File: src/rtl/sw_fetch.sv
// sw_fetch: raster fetch of one SW x SW search window from frame memory.
// Streams registered pixels and a shift enable toward the PE-array delay lines.
module sw_fetch #(
    parameter int DWIDTH  = 8,
    parameter int AWIDTH  = 12,
    parameter int FRAME_W = 64,
    parameter int SW      = 32
) (
    input  logic              clk,
    input  logic              rst,
    input  logic              start,
    input  logic [AWIDTH-1:0] base_addr,
    input  logic              stall,
    output logic [AWIDTH-1:0] mem_addr,
    output logic              mem_rd,
    input  logic [DWIDTH-1:0] mem_rdata,
    output logic [DWIDTH-1:0] pix_out,
    output logic              pix_valid,
    output logic              sr_en,
    output logic              busy,
    output logic              done
);

    localparam int CW = (SW > 1) ? $clog2(SW) : 1;
    localparam logic [CW-1:0] LAST = CW'(SW - 1);
    // Jump from the end of one window row to the start of the next frame row.
    localparam logic [AWIDTH-1:0] WRAP_STEP = AWIDTH'(FRAME_W - SW + 1);

    typedef enum logic [1:0] {
        IDLE,
        FETCH,
        DRAIN,
        DONE
    } state_t;

    state_t state, state_nx;
    logic [CW-1:0] row, col;
    logic last_rd;

    assign last_rd = (row == LAST) && (col == LAST);
    assign sr_en   = pix_valid;

    // State register.
    always_ff @(posedge clk or posedge rst) begin
        if (rst) state <= IDLE;
        else     state <= state_nx;
    end

    // Next state and control strobes.
    always_comb begin
        state_nx = state;
        mem_rd   = 1'b0;
        busy     = 1'b0;
        done     = 1'b0;
        unique case (state)
            IDLE: begin
                if (start) state_nx = FETCH;
            end
            FETCH: begin
                busy   = 1'b1;
                mem_rd = ~stall;
                if (!stall && last_rd) state_nx = DRAIN;
            end
            DRAIN: begin
                busy     = 1'b1;
                state_nx = DONE;
            end
            DONE: begin
                done     = 1'b1;
                state_nx = IDLE;
            end
            default: state_nx = IDLE;
        endcase
    end

    // Raster counters and incremental address; everything holds while stalled.
    always_ff @(posedge clk or posedge rst) begin
        if (rst) begin
            mem_addr <= '0;
            row      <= '0;
            col      <= '0;
        end else if (state == IDLE && start) begin
            mem_addr <= base_addr;
            row      <= '0;
            col      <= '0;
        end else if (mem_rd) begin
            if (col == LAST) begin
                col      <= '0;
                row      <= row + 1'b1;
                mem_addr <= mem_addr + WRAP_STEP;
            end else begin
                col      <= col + 1'b1;
                mem_addr <= mem_addr + 1'b1;
            end
        end
    end

    // Pixel output register; data is held whenever no read was issued.
    always_ff @(posedge clk or posedge rst) begin
        if (rst) begin
            pix_valid <= 1'b0;
            pix_out   <= '0;
        end else begin
            pix_valid <= mem_rd;
            if (mem_rd) pix_out <= mem_rdata;
        end
    end

endmodule

File: config.mk
export PLATFORM = sky130hd
export DESIGN_NAME = sw_fetch
export DESIGN_NICKNAME = d
export VERILOG_FILES = /design/src/rtl/sw_fetch.sv
export SDC_FILE = /design/constraint.sdc
export NUM_CORES = 1
export LEC_CHECK = 0
export CAP_MARGIN = 30
export CORE_AREA = 4 4 75 77
export CTS_BUF_LIST = sky130_fd_sc_hd__clkbuf_8 sky130_fd_sc_hd__clkbuf_16
export CTS_CLUSTER_SIZE = 16
export DETAILED_ROUTE_END_ITERATION = 8
export DIE_AREA = 0 0 79 81
export GPL_ROUTABILITY_DRIVEN = 0
export SKIP_LAST_GASP = 1
export SYNTH_ARGS = -nofsm -noshare
export SYNTH_HDL_FRONTEND = slang
export SYNTH_SLANG_ARGS = --single-unit
File: constraint.sdc
create_clock -name clk -period 3.23 [get_ports clk]
set_input_delay 0.646 -clock clk [delete_from_list [all_inputs] [get_ports clk]]
set_output_delay 0.646 -clock clk [all_outputs]
set_load 0.02 [all_outputs]
==> results.py <==
metrics = {
    "run_status": {
        "outcome": "finished, final reports clean",
    },
    "timing": {
        "period_needed_ns": 2.62,
        "final.setup.worst_slack_ns": 0.614,
        "fin_setup_tns_ns": 0,
        "drv_slew": 0,
        "hold_viol": 0,
        "rsz0062_at_grt": "no",
        "finalCritPeriodShare": 0.810,
        "fmax_ghz": 0.382,
        "setup_violations": 0,
        "slew_headroom": 0.519,
        "finClkSkew_ns": 0.00248,
        "worst_slew_pin_slew_ns": 0.721,
    },
    "routing": {
        "ant_nets": 0,
        "drt_pre_antenna_iters": 2,
        "wl_per_cell_um": 12.6,
        "vias": 1432,
        "remaining_drc_errors": 0,
        "finalWirelength_mm": 3.87,
        "viasPerCell": 4.68,
        "dr.first_iter.drc_count": 40,
    },
    "global_route": {
        "grt_pass1_wl_mm": 6.71,
        "met2_usage": 0.215,
        "globalRouteOverflowTotal": 0,
        "grtUsageTotal": 0.133,
        "grt_pass1_vias": 1457,
        "met3_usage": 0.0588,
        "grt-busiest-layer": "met2",
        "grt_max_degree": 34,
        "antenna_found_initial": 0,
        "use_met1": 0.165,
    },
    "yosys": {
        "synth_cells": 186,
        "synth_edf_count": 0,
        "avgSynthCellArea_um2": 9.07,
        "syn_nets": 221,
        "yosysUniqueCellTypes": 28,
        "seq_area_frac_synth": 0.489,
        "synth_seq_cells": 33,
        "ys.flop_type": "dfrtp_1",
        "async_flop_share": 1.00,
        "netlist_area_mm2": 0.00169,
        "yosysWarnings": 0,
    },
    "cells_and_area": {
        "multi_input_area_um2": 803,
        "layout.cells.non_filler": 306,
        "diodes": 0,
        "final_cell_mix": "clkdlybuf4s50_1 (48), nand2_1 (44), dfrtp_1 (33)",
        "final_area_mm2": 0.00234,
        "final_common_cell": "clkdlybuf4s50_1",
        "fin_nets": 270,
        "areaGrowthSynthToFinish_pct": 38.4,
        "nFillCells": 517,
        "drive_gt1_frac": 0.0593,
        "final-seq-area_um2": 826,
    },
    "placement": {
        "placement.io_buffers": 48,
        "post-place-ws_ns": 0.625,
        "placed_area_mm2": 0.00223,
        "dp_cells": 298,
        "dp_hpwl_mm": 2.77,
    },
    "power": {
        "p_per_area_mw_per_mm2": 845,
        "ir_drop_uv": 523,
        "p_leak_nw": 1.03,
        "total_power_mw": 1.97,
    },
    "setup_path": {
        "reg2regPathDepth": 8,
        "regToRegStartpoint": "col[0]",
        "r2r_setup_slack_ns": 0.75,
        "crit_path_max_fanout": 3,
        "required_ns": 2.58,
        "crit_type": "in2out",
        "timing.critical_path.to_type": "output port",
        "critical_path_arrival_ns": 1.97,
        "rr_endpoint": "mem_addr[10]",
        "critPathLaunchType": "input port",
    },
    "job": {
        "drv_cap": 0,
    },
    "clock_tree": {
        "clk_pin_slew_ns": 0.07,
        "post_cts_resized": 0,
        "htreeDepth": 2,
        "clk_latency_ns": 0.28,
        "clk_path_buf_depth": 2,
        "cts_tree": "yes",
        "cts_setup_buffers": 0,
        "hold_buffers": 0,
        "cts_root_buf": "clkbuf_8",
        "cts.sinks": 33,
        "cts_inserted_buffers": 5,
    },
    "floorplan": {
        "floorplan.initialDensity": 0.337,
        "die_y_um": 81,
        "dieArea_mm2": 0.00640,
        "ioPinCount": 49,
        "core.rowCount": 26,
        "die_x_um": 79,
        "core-area_mm2": 0.00501,
    },
    "worst_hold_path": {
        "whs_endpoint": "pix_out[1]",
        "hp-start": "pix_out[1]",
        "min_path_type": "reg2reg",
        "hold_depth": 2,
    },
}
[stage by stage]
stage	util	hold slack [ns]
after global routing	0.466	0.516
after detailed placement	0.446	0.463
final	0.466	0.479
after global placement	0.446	0.457
after floorplan	-	0.507
after CTS	0.466	0.481
[cells by family (layout without fill, tap and decap cells)]
family / count (synthesis) / after routing / share of synthesized area
adder cells (fa/ha/maj): 11 / 11 / 0.0815
flip-flops: 33 / 33 / 0.489
buffers and inverters: 13 / 63 / 0.0348
AO/OA/AOI/OAI: 37 / 37 / 0.124
XOR/XNOR: 7 / 7 / 0.0363
AND/OR/NAND/NOR: 85 / 85 / 0.234
[state kept, by name (all words and copies together), names as in the netlist]
register and count:
pix_out 8, mem_addr 12, state 2, row 5
col 5, pix_valid 1
[Yosys cell counts (2+ instances only)]
cell | number | area [µm²]
a21oi_1 | 10 | 50.1
a31oi_1 | 8 | 50.1
and2_1 | 2 | 12.5
and3_1 | 4 | 25.0
buf_2 | 5 | 25.0
clkbuf_1 | 3 | 11.3
dfrtp_1 | 33 | 826
ha_1 | 11 | 138
inv_1 | 4 | 15.0
nand2_1 | 44 | 165
nand3_1 | 7 | 35.0
nand4_1 | 2 | 12.5
nor2_1 | 11 | 41.3
nor3_1 | 2 | 10.0
o21ai_0 | 16 | 80.1
or3_1 | 7 | 43.8
xor2_1 | 6 | 52.6
[cell type report]
cell class	instances	share of cell area
sequential	33	0.354
multi-input combinational	140	0.344
timing repair buffer	51	0.215
clock buffer	7	0.0412
tap	70	0.0375
inverter	4	0.00643
clock inverter	1	0.00214
[critical path, stage by stage]
cell and delay [ns]:
clkdlybuf4s50_1 0.43, nand2b_1 0.19, inv_1 0.08, clkdlybuf4s50_1 0.62
[where the power goes]
group	leakage, nW	internal (mW)	switching (mW)	total, mW
registers	0.415	0.564	0.135	0.699
logic	0.559	0.429	0.505	0.934
clock network	0.0542	0.193	0.147	0.339
total	1.03	1.19	0.787	1.97
[metal layers]
layer,routed length (µm),share of wire
met1,1790,0.46
met2,1700,0.44
met3,345,0.089
met4,32,0.0083
met5,0,0
[worst max path at each step]
stage / start / end / slack [ns]
floorplan: col[0] / mem_addr[10] / 1.09
global placement: stall / mem_rd / 0.62
detailed placement: stall / mem_rd / 0.62
CTS: stall / mem_rd / 0.61
global route: stall / mem_rd / 0.53
finish: stall / mem_rd / 0.61
No activity file was read; power rests on OpenSTA's default activity.
